## src/rtl/fifo_wr_arbiter.sv

```systemverilog
// fifo_wr_arbiter
//   Round-robin arbiter that shares one synchronous FIFO write port among NREQ
//   valid/ready producers. A grant lasts until BURST words have been written,
//   or until the owner drops its valid. Every grant is followed by one IDLE cycle.
//
// Ports
//   clk_i           system clock, rising edge
//   rst_ni          asynchronous active-low reset
//   req_valid_i     per-requester data valid
//   req_data_i      packed requester data, requester i at [i*DW +: DW]
//   req_ready_o     per-requester accept (only the owner, only when FIFO not full)
//   fifo_full_i     FIFO full flag
//   fifo_wr_en_o    FIFO write enable
//   fifo_data_in_o  FIFO write data (zero outside a grant)
//   grant_valid_o   a requester currently owns the port
//   grant_id_o      current or most recent owner
//   xfer_count_o    total words written, wraps at 256
module fifo_wr_arbiter #(
    parameter int unsigned NREQ  = 4,
    parameter int unsigned DW    = 4,
    parameter int unsigned BURST = 2,
    localparam int unsigned IdW  = (NREQ > 1) ? $clog2(NREQ) : 1
) (
    input  logic               clk_i,
    input  logic               rst_ni,
    input  logic [NREQ-1:0]    req_valid_i,
    input  logic [NREQ*DW-1:0] req_data_i,
    output logic [NREQ-1:0]    req_ready_o,
    input  logic               fifo_full_i,
    output logic               fifo_wr_en_o,
    output logic [DW-1:0]      fifo_data_in_o,
    output logic               grant_valid_o,
    output logic [IdW-1:0]     grant_id_o,
    output logic [7:0]         xfer_count_o
);

    localparam logic [0:0] StIdle  = 1'b0;
    localparam logic [0:0] StGrant = 1'b1;

    logic [0:0]     state_q, state_d;
    logic [IdW-1:0] owner_q, owner_d;
    logic [IdW-1:0] last_grant_q, last_grant_d;
    logic [3:0]     cnt_q, cnt_d;
    logic [7:0]     xfer_count_q, xfer_count_d;

    logic           in_grant;
    logic           owner_valid;
    logic           xfer;
    logic           sel_found;
    logic [IdW-1:0] sel_idx;
    logic [DW-1:0]  owner_data;

    assign in_grant    = (state_q == StGrant);
    assign owner_valid = req_valid_i[owner_q];
    assign xfer        = in_grant & owner_valid & ~fifo_full_i;

    // Round-robin pick: first valid requester after last_grant, wrapping modulo NREQ.
    always_comb begin
        logic [IdW-1:0] cand;
        sel_found = 1'b0;
        sel_idx   = '0;
        cand      = '0;
        for (int unsigned k = 1; k <= NREQ; k++) begin
            cand = IdW'((32'(last_grant_q) + k) % NREQ);
            if (!sel_found && req_valid_i[cand]) begin
                sel_found = 1'b1;
                sel_idx   = cand;
            end
        end
    end

    always_comb begin
        owner_data = '0;
        for (int unsigned i = 0; i < NREQ; i++) begin
            if (owner_q == IdW'(i)) begin
                owner_data = req_data_i[i*DW +: DW];
            end
        end
    end

    always_comb begin
        state_d      = state_q;
        owner_d      = owner_q;
        last_grant_d = last_grant_q;
        cnt_d        = cnt_q;
        xfer_count_d = xfer_count_q;
        case (state_q)
            StIdle: begin
                if (sel_found) begin
                    state_d = StGrant;
                    owner_d = sel_idx;
                    cnt_d   = '0;
                end
            end
            StGrant: begin
                if (xfer) begin
                    cnt_d        = cnt_q + 4'd1;
                    xfer_count_d = xfer_count_q + 8'd1;
                end
                // A stalled owner (full FIFO, still valid) keeps the grant indefinitely.
                if ((xfer && (cnt_q == 4'(BURST - 1))) || !owner_valid) begin
                    state_d      = StIdle;
                    last_grant_d = owner_q;
                end
            end
            default: state_d = StIdle;
        endcase
    end

    always_ff @(posedge clk_i or negedge rst_ni) begin
        if (!rst_ni) begin
            state_q      <= StIdle;
            owner_q      <= '0;
            last_grant_q <= IdW'(NREQ - 1);
            cnt_q        <= '0;
            xfer_count_q <= '0;
        end else begin
            state_q      <= state_d;
            owner_q      <= owner_d;
            last_grant_q <= last_grant_d;
            cnt_q        <= cnt_d;
            xfer_count_q <= xfer_count_d;
        end
    end

    always_comb begin
        req_ready_o = '0;
        if (in_grant && !fifo_full_i) begin
            req_ready_o[owner_q] = 1'b1;
        end
    end

    assign fifo_wr_en_o   = xfer;
    assign fifo_data_in_o = in_grant ? owner_data : '0;
    assign grant_valid_o  = in_grant;
    assign grant_id_o     = owner_q;
    assign xfer_count_o   = xfer_count_q;

endmodule
```

## config.mk

```make
export PLATFORM = sky130hd
export DESIGN_NAME = fifo_wr_arbiter
export DESIGN_NICKNAME = d
export VERILOG_FILES = /design/src/rtl/fifo_wr_arbiter.sv
export SDC_FILE = /design/constraint.sdc
export NUM_CORES = 1
export LEC_CHECK = 0
export ABC_AREA = 1
export BUFFER_PORTS_ARGS = -buffer_cell sky130_fd_sc_hd__buf_2
export CAP_MARGIN = 20
export CORE_AREA = 3 3 58 60
export CTS_BUF_LIST = sky130_fd_sc_hd__clkbuf_8
export DETAILED_ROUTE_END_ITERATION = 10
export DIE_AREA = 0 0 61 63
export GPL_TIMING_DRIVEN = 0
export PLACE_DENSITY = 0.79
export SLEW_MARGIN = 20
export SYNTH_ARGS = -nofsm -noshare
export SYNTH_HDL_FRONTEND = slang
export SYNTH_SLANG_ARGS = --single-unit
```

## constraint.sdc

```tcl
create_clock -name clk_i -period 4.11 [get_ports clk_i]
set_clock_uncertainty 0.05 [all_clocks]
set_input_delay 0.2055 -clock clk_i [delete_from_list [all_inputs] [get_ports clk_i]]
set_output_delay 0.2055 -clock clk_i [all_outputs]
set_load 0.01 [all_outputs]
```

# == Yosys cells after proc, flatten, opt, wreduce, memory -nomap -nowiden ==
# Index checks and enable logic that the tools add are counted.
# classes
add_sub_neg,6
order_cmp,6
n_eq_ne,6
muxes,32
n_bitwise,4
reduce_logical,17
# ops
cell,n
4-bit two-way mux,8
"2-bit by 3-bit less-than comparator with 1-bit output, second input constant",5
1-bit two-way mux,12
1-bit binary-select mux with 2-bit select,5
"8-bit by 1-bit adder with 8-bit output, second input constant",1
2-bit two-way mux,4
4-bit case mux with 2 select lines,1
2-bit AND reduction,4
1-bit logical AND,6
1-bit logical NOT,5
"2-bit by 1-bit adder with 2-bit output, second input constant",2
"2-bit adder, second input constant",2
"4-bit by 1-bit adder with 4-bit output, second input constant",1
"2-bit == test, second input constant",2
"4-bit by 1-bit == test with 1-bit output, second input constant",1
1-bit bitwise AND,2
1-bit demux with 2-bit select,1
"2-bit by 1-bit == test with 1-bit output, second input constant",1
"2-bit by 1-bit >= comparator with 1-bit output, second input constant",1
2-bit logical NOT,1
"2-bit by 1-bit != test with 1-bit output, second input constant",1
"2-bit != test, second input constant",1
1-bit inverter,2
1-bit case mux with 2 select lines,1
1-bit logical OR,1
# word_totals
ff_bits,17
in_bits,23
out_inout_bits,20
wordCells,76

# == Logic depth before layout (Yosys ltp) ==
# Gate-level depths: netlist of run 1.
# logic_depth
ltp_word,15
ltp_mapped,12
depth_no_buf,11

# == Least setup slack after synthesis of run 1 ==
# No wires, ideal clock.
# synth_timing
path_type,reg2reg
from,reg last_grant_q[0]
to,reg owner_q[1] (netlist: grant_id_o[1])
setup_time_ps,117
arrival_time_ps,1352
required_ps,3943
setup_slack_ps,2591
path_stages_with_launch,13
n_path_buf,1
period_less_slack_ps,1519
path_cell_list,dfstp_2 -> buf_4 -> inv_4 -> nand2_1 -> nand2_1 -> nand2_1 -> nand2_2 -> nor2_4 -> nand3_2 -> nand2_2 -> inv_2 -> nand2_1 -> nand2_1
# synth_via
elab_chain_cells,14
elab_cells_between_ends,27
classes_between,4 x add/sub; 16 x mux; 7 x reduce/logical
# synth_rtl
element,line,rtl
from (decl),42,"logic [IdW-1:0] last_grant_q, last_grant_d;"
from (signal assigned),114,last_grant_q <= IdW'(NREQ - 1);
from (signal assigned),120,last_grant_q <= last_grant_d;
2-bit by 1-bit adder with 2-bit output,64,cand = IdW'((32'(last_grant_q) + k) % NREQ);
1-bit binary-select mux with 2-bit select,65,if (!sel_found && req_valid_i[cand]) begin
1-bit two-way mux (not written as such),65,
1-bit two-way mux,65,
1-bit logical NOT,65,
1-bit logical AND,65,
1-bit two-way mux,65,
1-bit logical NOT,65,
1-bit logical AND,65,
1-bit two-way mux,65,
1-bit logical NOT,65,
1-bit logical AND,65,
1-bit two-way mux,65,
2-bit AND reduction (no source line),-,
to (signal assigned),119,owner_q <= owner_d;
to (decl),41,"logic [IdW-1:0] owner_q, owner_d;"
# Several ways; a longest one is shown, not always the timed one. The select of a mux whose other input is x is not followed.
# A chain may end at the register's enable or synchronous reset.

# == Worst setup path in the final report of run 1 ==
# layout_timing
from,reg owner_q[1] (netlist: grant_id_o[1])
to,out fifo_wr_en_o
# layout_via
elab_chain_cells,4
# layout_rtl
element,line,rtl
1-bit binary-select mux with 2-bit select,54,assign owner_valid = req_valid_i[owner_q];
1-bit two-way mux (not written as such),54,
1-bit bitwise AND (2 in series),55,assign xfer = in_grant & owner_valid & ~fifo_full_i;
to (decl),30,"output logic fifo_wr_en_o,"
# Every way passes these cells. The select of a mux whose other input is x is not followed.

==> metrics, run 1 <==
Final Net Count=250; vias per std cell=4.86; number of hold buffers added after CTS=1; async set or reset register ratio after synthesis=100%; FF+latch count, synth=17; power share of the sequential group=29.1%; # diodes=0; max_cap viols=0; Core Util, Final=53.2%; total grt overflow=0; die area=3840 sq um; synth unique cells=30; total vias in the final route=1243; largest net degree at the start of global routing=18; area leader, netlist=dfrtp_1; Initial Util=42.9%; Combinational Power Share=59.7%; worst-path cell chain=nand2_2, nor2_2, nor2_2, nand3_4, nand2_8, inv_8, buf_2; # Post-CTS Setup Buffers=0; Ys Warns=0; most common cell after layout, fill and taps aside=nand2_1; final setup fails=0; clock sinks=17; worst path required time=3.85 ns; Setup Total Neg Slack=0 ns; Root Driver=clkbuf_8; slowest cell delay on critical path=0.48 ns; min-delay worst type=primary input to flop; DRC=0; net switching power figure=538 uW; type of origin of the critical path=flop; leakage power=0.000882 uW; CORE AREA=2980 sq um; Final period util=44.3%; CP most frequent cell=nor2_2; Die Span Y=63 um; antenna violations before repair=0; Post-synth top flop=dfrtp_1; ranking of synthesized cells by area=dfrtp_1 (29%), nand2_1 (16%), nand3_1 (5.9%); H-tree Lvls=1; Final Hold Fails=0; drt initial violations=52; Clock Power Share=11.3%; VDD IR max=408 uV; Internal=535 uW; latest clock arrival within the worst-skew pair=0.25 ns; CTS tree=yes; CP arrival=1.57 ns; clk buf depth=2; layout cell share with drive strength beyond 1=34.5%; gp weighted congestion=0.844; Total Routed Length=2.79 mm; synthesis-to-layout area growth=24.0%; Max Slew Vio Count=0; top cell family by delay on the critical path=simple AND/OR/NAND/NOR gates; per-cell routed wire length=10.9 um; clk slew on worst S/H paths=0.06 ns; Worst Path Max Fanout=10; post-CTS resize count=0; switching portion of total power=50.1%; port buffer count=42; Avg Synthesized Cell Area=7.26 sq um; Post-synth EDFFs=0; CP Capture Type=output pin; total CTS buffers=3; TritonRoute pass-1 iters=4; Final min period=1.82 ns; sequential-to-total area share from yosys stat=33.5%; Max Fclk=0.549 GHz; Mapped Cells=176; RSZ-0062 raised after global routing=false; status=complete, no violations; Row Count=20; Rel. slew slack=74.8%; HPWL after detailed placement=2.24 mm; WP buf/inv=2; Post-Syn Area=1280 sq um; Synth top area share=29.4%; post-route ant nets=0; gr usage total=15.6%; first-pass GRT wire length=4.73 mm; syn_nets=202; Die Wd=61 um; measured slew at the worst slew-check pin=0.378 ns; Slowest-stage cell, CP=dfrtp_1; vias in the first global route=1163; I/O pin count=43; kind of critical path=flop to output pin; PwrDens=678 nW/um^2; most frequent cells in the layout=nand2_1 (56), buf_2 (42), inv_1 (17), nand3_1 (15), dfrtp_1 (15)
synthesized netlist by cell type, types with 2 or more instances:
master    n
dfrtp_1  15
o22ai_1   4
nor2_2    6
o21ai_0   5
nand2_2   5
nand4_1   2
nor2_4    3
nand3_1  15
dfstp_2   2
ha_1      3
inv_1    16
nand3_2   3
nand2_4   2
nor3_1    5
nor2_1   13
xor2_1    4
inv_2     4
nand2_1  56
o21ai_1   2
area by class of cell:
type,instances,area (sq um)
Inverter,22,92.6
Clock buffer,3,41.3
Buffer,1,7.51
Clock inverter,1,3.75
Tap cell,33,41.3
Fill cell,305,1390
Timing Repair Buffer,43,220
Sequential cell,17,428
Multi-Input combinational cell,136,749
final timing paths:
kind | start | end | slack [ns] | cells past startpoint
min reg2reg | xfer_count_o[7]$_DFFE_PN0P_ | xfer_count_o[7]$_DFFE_PN0P_ | 0.43 | 1
max | grant_id_o[1]$_DFFE_PN0P_ | fifo_wr_en_o | 2.29 | 7
max in group asynchronous | rst_ni | last_grant_q[0]$_DFFE_PN1P_ | 3.34 | 2
max reg2reg | last_grant_q[0]$_DFFE_PN1P_ | grant_id_o[1]$_DFFE_PN0P_ | 2.40 | 12
min in group asynchronous | rst_ni | xfer_count_o[2]$_DFFE_PN0P_ | 0.35 | 2
min | fifo_full_i | cnt_q[2]$_DFFE_PN0P_ | 0.31 | 6
flip-flops by register name, summed over array words and instances (netlist names):
signal	count
cnt_q	4
xfer_count_o	8
last_grant_q	2
grant_valid_o	1
grant_id_o	2
power groups by stage:
stage	combinational, uW	sequential [uW]	clock, uW
finish	640	312	121
global placement	632	312	0
global route	733	324	135
detailed placement	645	314	0
CTS	649	311	127
floorplan	459	318	0
per-layer routing:
layer / vias to the layer above / track usage [%] / share of wire, %
met5: - / 0 / 0
met4: 0 / 6.50 / 1.0
met3: 2 / 2.27 / 7.7
met2: 44 / 26.9 / 47
met1: 546 / 18.6 / 44
li1: 651 / - / -
worst min-delay path, cell delays in order:
cell     delay, ns
buf_2         0.10
nor2_4        0.06
nand3_1       0.07
nand2_1       0.05
nand2_1       0.06
nor2_1        0.04
per-stage QoR:
stage / worst slack, ns / hold WS (ns) / cells / total power, uW / cell area (sq um)
finish: 2.29 / 0.307 / 256 / 1070 / 1580
global route: 2.19 / 0.330 / 256 / 1190 / 1580
CTS: 2.27 / 0.306 / 256 / 1090 / 1580
detailed placement: 2.40 / 0.0944 / 251 / 958 / 1530
global placement: 2.40 / 0.0932 / 251 / 944 / 1530
floorplan: 2.59 / -0.140 / 176 / 777 / 1280
logic make-up after synthesis:
logic type | after synthesis | share of synthesized area [%]
AOI/OAI and AO/OA | 13 | 5.78
buffers and inverters | 23 | 7.84
DFF | 17 | 33.5
adders and majority gates | 3 | 2.94
and+or+nand+nor | 114 | 45.3
xor gates and xnor gates | 6 | 4.70
No activity file was read; power rests on OpenSTA's default activity.
==> run 2, diff against run 1 <==
--- a/config.mk
+++ b/config.mk
@@ -5,15 +5,15 @@
 export SDC_FILE = /design/constraint.sdc
 export NUM_CORES = 1
 export LEC_CHECK = 0
-export ABC_AREA = 1
+export ABC_AREA = 0
 export BUFFER_PORTS_ARGS = -buffer_cell sky130_fd_sc_hd__buf_2
 export CAP_MARGIN = 20
-export CORE_AREA = 3 3 58 60
+export CORE_AREA = 3 3 54 56
 export CTS_BUF_LIST = sky130_fd_sc_hd__clkbuf_8
 export DETAILED_ROUTE_END_ITERATION = 10
-export DIE_AREA = 0 0 61 63
+export DIE_AREA = 0 0 57 59
 export GPL_TIMING_DRIVEN = 0
-export PLACE_DENSITY = 0.79
+export PLACE_DENSITY = 0.81
 export SLEW_MARGIN = 20
 export SYNTH_ARGS = -nofsm -noshare
 export SYNTH_HDL_FRONTEND = slang
==> constraint.sdc (replaced) <==
create_clock -name clk_i -period 1.8 [get_ports clk_i]
set_clock_uncertainty 0.05 [all_clocks]
set_input_delay 0.09 -clock clk_i [delete_from_list [all_inputs] [get_ports clk_i]]
set_output_delay 0.09 -clock clk_i [all_outputs]
set_load 0.01 [all_outputs]
==> metrics, run 2 <==
largest net degree at the start of global routing=18 (unchanged); Max Slew Vio Count=0 (unchanged); max reg flops=8 (unchanged); CP Capture Type=output pin; min-delay worst type=primary input to flop; kind of critical path=flop to output pin; Root Driver=clkbuf_8; FF+latch count, synth=17 (unchanged); max_cap viols=0 (unchanged); Row Count=18 (-10%); crit path from=grant_id_o[0]$_DFFE_PN0P_; Ys Warns=0 (unchanged); Die Span Y=59 um (-6.3%); top cells by count, synth=dfrtp_1 (15), nand2_1 (8), and2_1 (6), nor2_1 (6), xnor2_1 (6); TritonRoute pass-1 iters=4 (unchanged); synth unique cells=36 (+20%); DRC=0 (unchanged); vias in the first global route=970 (-17%); Final period util=98.1%; clock sinks=17 (unchanged); Final Net Count=181 (-28%); hold_sp=req_valid_i[3]; layout cell share with drive strength beyond 1=43.5% (+9.0 points); final setup fails=0 (unchanged); async set or reset register ratio after synthesis=100% (unchanged); VDD IR max=1010 uV (+150%); total CTS buffers=3 (unchanged); Initial Util=43.9% (+0.99 points); Rel. slew slack=72.3% (-2.4 points); Post-Place Cells=176 (-30%); post-route ant nets=0 (unchanged); Setup Total Neg Slack=0 ns (unchanged); Avg Synthesized Cell Area=10.5 sq um (+44%); Die Wd=57 um (-6.6%); type of origin of the critical path=flop; Post-synth top flop=dfrtp_1; pre-CTS setup slack=0.00978 ns (-2.39 ns); most frequent cells in the layout=buf_2 (41), dfrtp_1 (14), nand2_1 (8), nor2_1 (6), xnor2_1 (6); PwrDens=1480 nW/um^2 (+120%); Total Routed Length=2.68 mm (-4.1%); Worst R2R Start=grant_id_o[0]$_DFFE_PN0P_; Synth top area share=34.5% (+5.1 points); status=complete, no violations; latest clock arrival within the worst-skew pair=0.25 ns (about the same); per-cell routed wire length=14.5 um (+33%); I/O pin count=43 (unchanged); worst path required time=1.66 ns (-2.19 ns); clk slew on worst S/H paths=0.07 ns (about the same); sequential-to-total area share from yosys stat=39.4% (+5.9 points); Setup WS post-layout=0.0339 ns (-2.25 ns); most common cell after layout, fill and taps aside=buf_2; measured slew at the worst slew-check pin=0.411 ns (+0.0325 ns); clk buf depth=2 (unchanged); count leader, synth=dfrtp_1; Post-Syn Area=1090 sq um (-15%); Final Hold Fails=0 (unchanged); CTS tree=yes; port buffer count=42 (unchanged); CORE AREA=2480 sq um (-17%); antenna violations before repair=0 (unchanged); total vias in the final route=1025 (-18%); CP arrival=1.63 ns (+0.06 ns); syn_nets=130 (-36%); Post-synth EDFFs=0 (unchanged); HPWL after detailed placement=2.16 mm (-3.8%); die area=3360 sq um (-12%); synthesis-to-layout area growth=33.0%; # diodes=0 (unchanged); ranking of synthesized cells by area=dfrtp_1 (35%), mux4_2 (10%), dfstp_2 (4.8%); first-pass GRT wire length=4.39 mm (-7.2%); drt initial violations=56 (+7.7%); Finished Layout Cells=184 (-28%); Mapped Cells=104 (-41%); Final min period=1.77 ns; H-tree Lvls=1 (unchanged); total grt overflow=0 (unchanged); gr usage total=16.6% (+1.0 points); leakage power=0.000710 uW (-19%); Max Fclk=0.566 GHz; Worst Path Max Fanout=5 (-5); total power=2140 uW (+99%); gp weighted congestion=0.778 (-7.9%); vias per std cell=5.57 (+15%); area leader, netlist=dfrtp_1
## run 2: cell types whose count changed after synthesis, sizes merged, moves of 5 or more
cell / before / now
nand2: 64 / 8
nor2: 22 / 6
inv: 22 / 3
nand3: 19 / 4
and2: 0 / 6
mux4: 0 / 5
nor3: 5 / 0
## run 2: layout make-up
| class | instances | area [sq um] |
|---|---|---|
| Fill cell | 236 | 1030 |
| Clock inverter | 1 | 5.00 |
| Clock buffer | 3 | 41.3 |
| Timing Repair Buffer | 46 | 249 |
| Buffer | 4 | 35.0 |
| Tap cell | 30 | 37.5 |
| Sequential cell | 17 | 429 |
| Inverter | 3 | 11.3 |
| Multi-Input combinational cell | 80 | 638 |
## run 2: timing repair
action | CTS | global route
setup buffers | 1 | 2
setup endpoints to repair | 4 | 7
gates cloned | 0 | 0
hold buffers | 1 | 0
resized for setup | 3 | 7
pin swaps | 0 | 1
hold endpoints to repair | 15 | 0
## run 2: metal layers
| metal | share of wire (%) | GRT usage (%) | routed length [um] |
|---|---|---|---|
| met1 | 41 | 21.4 | 1110 |
| met5 | 0 | 0 | 0 |
| met4 | 0.93 | 3.97 | 25 |
| met2 | 49 | 28.1 | 1320 |
| met3 | 8.1 | 4.36 | 218 |
## run 2: kinds of logic (layout without fill, tap and decap cells)
| family | after synthesis | after routing | synth area share, % |
|---|---|---|---|
| fa+ha+maj | 3 | 3 | 3.45 |
| compound gates | 17 | 17 | 9.90 |
| xor+xnor | 10 | 10 | 8.05 |
| mux | 10 | 10 | 15.6 |
| flops | 17 | 17 | 39.4 |
| simple gates | 40 | 40 | 20.4 |
| buf+inv | 7 | 57 | 3.22 |
## run 2: power breakdown
part | internal, uW | total (uW) | switching [uW]
Clock | 154 | 287 | 133
Combinational | 601 | 1130 | 534
Sequential | 534 | 714 | 180
Total | 1290 | 2140 | 847
## run 2: through the flow
stage | util [%] | hold slack (ns) | instance area, sq um
after floorplan | - | -0.256 | 1090
after global placement | 53.9 | -0.0274 | 1340
after detailed placement | 53.9 | -0.0185 | 1340
after CTS | 56.8 | 0.125 | 1410
after global routing | 58.4 | 0.154 | 1450
final | 58.4 | 0.130 | 1450
## run 2: worst paths after layout
check | endpoint | slack [ns] | cells past startpoint
max | fifo_wr_en_o | 0.03 | 4
min reg2reg | xfer_count_o[7]$_DFFE_PN0P_ | 0.43 | 1
min | grant_id_o[1]$_DFFE_PN0P_ | 0.13 | 3
min in group asynchronous | xfer_count_o[1]$_DFFE_PN0P_ | 0.24 | 2
max reg2reg | cnt_q[1]$_DFFE_PN0P_ | 0.08 | 5
max in group asynchronous | last_grant_q[1]$_DFFE_PN1P_ | 1.15 | 2
## run 2: worst max-delay path: stages (launching register included)
cell     delay [ns]
dfrtp_2        0.44
mux4_2         0.53
and2_4         0.18
buf_6          0.12
buf_6          0.11
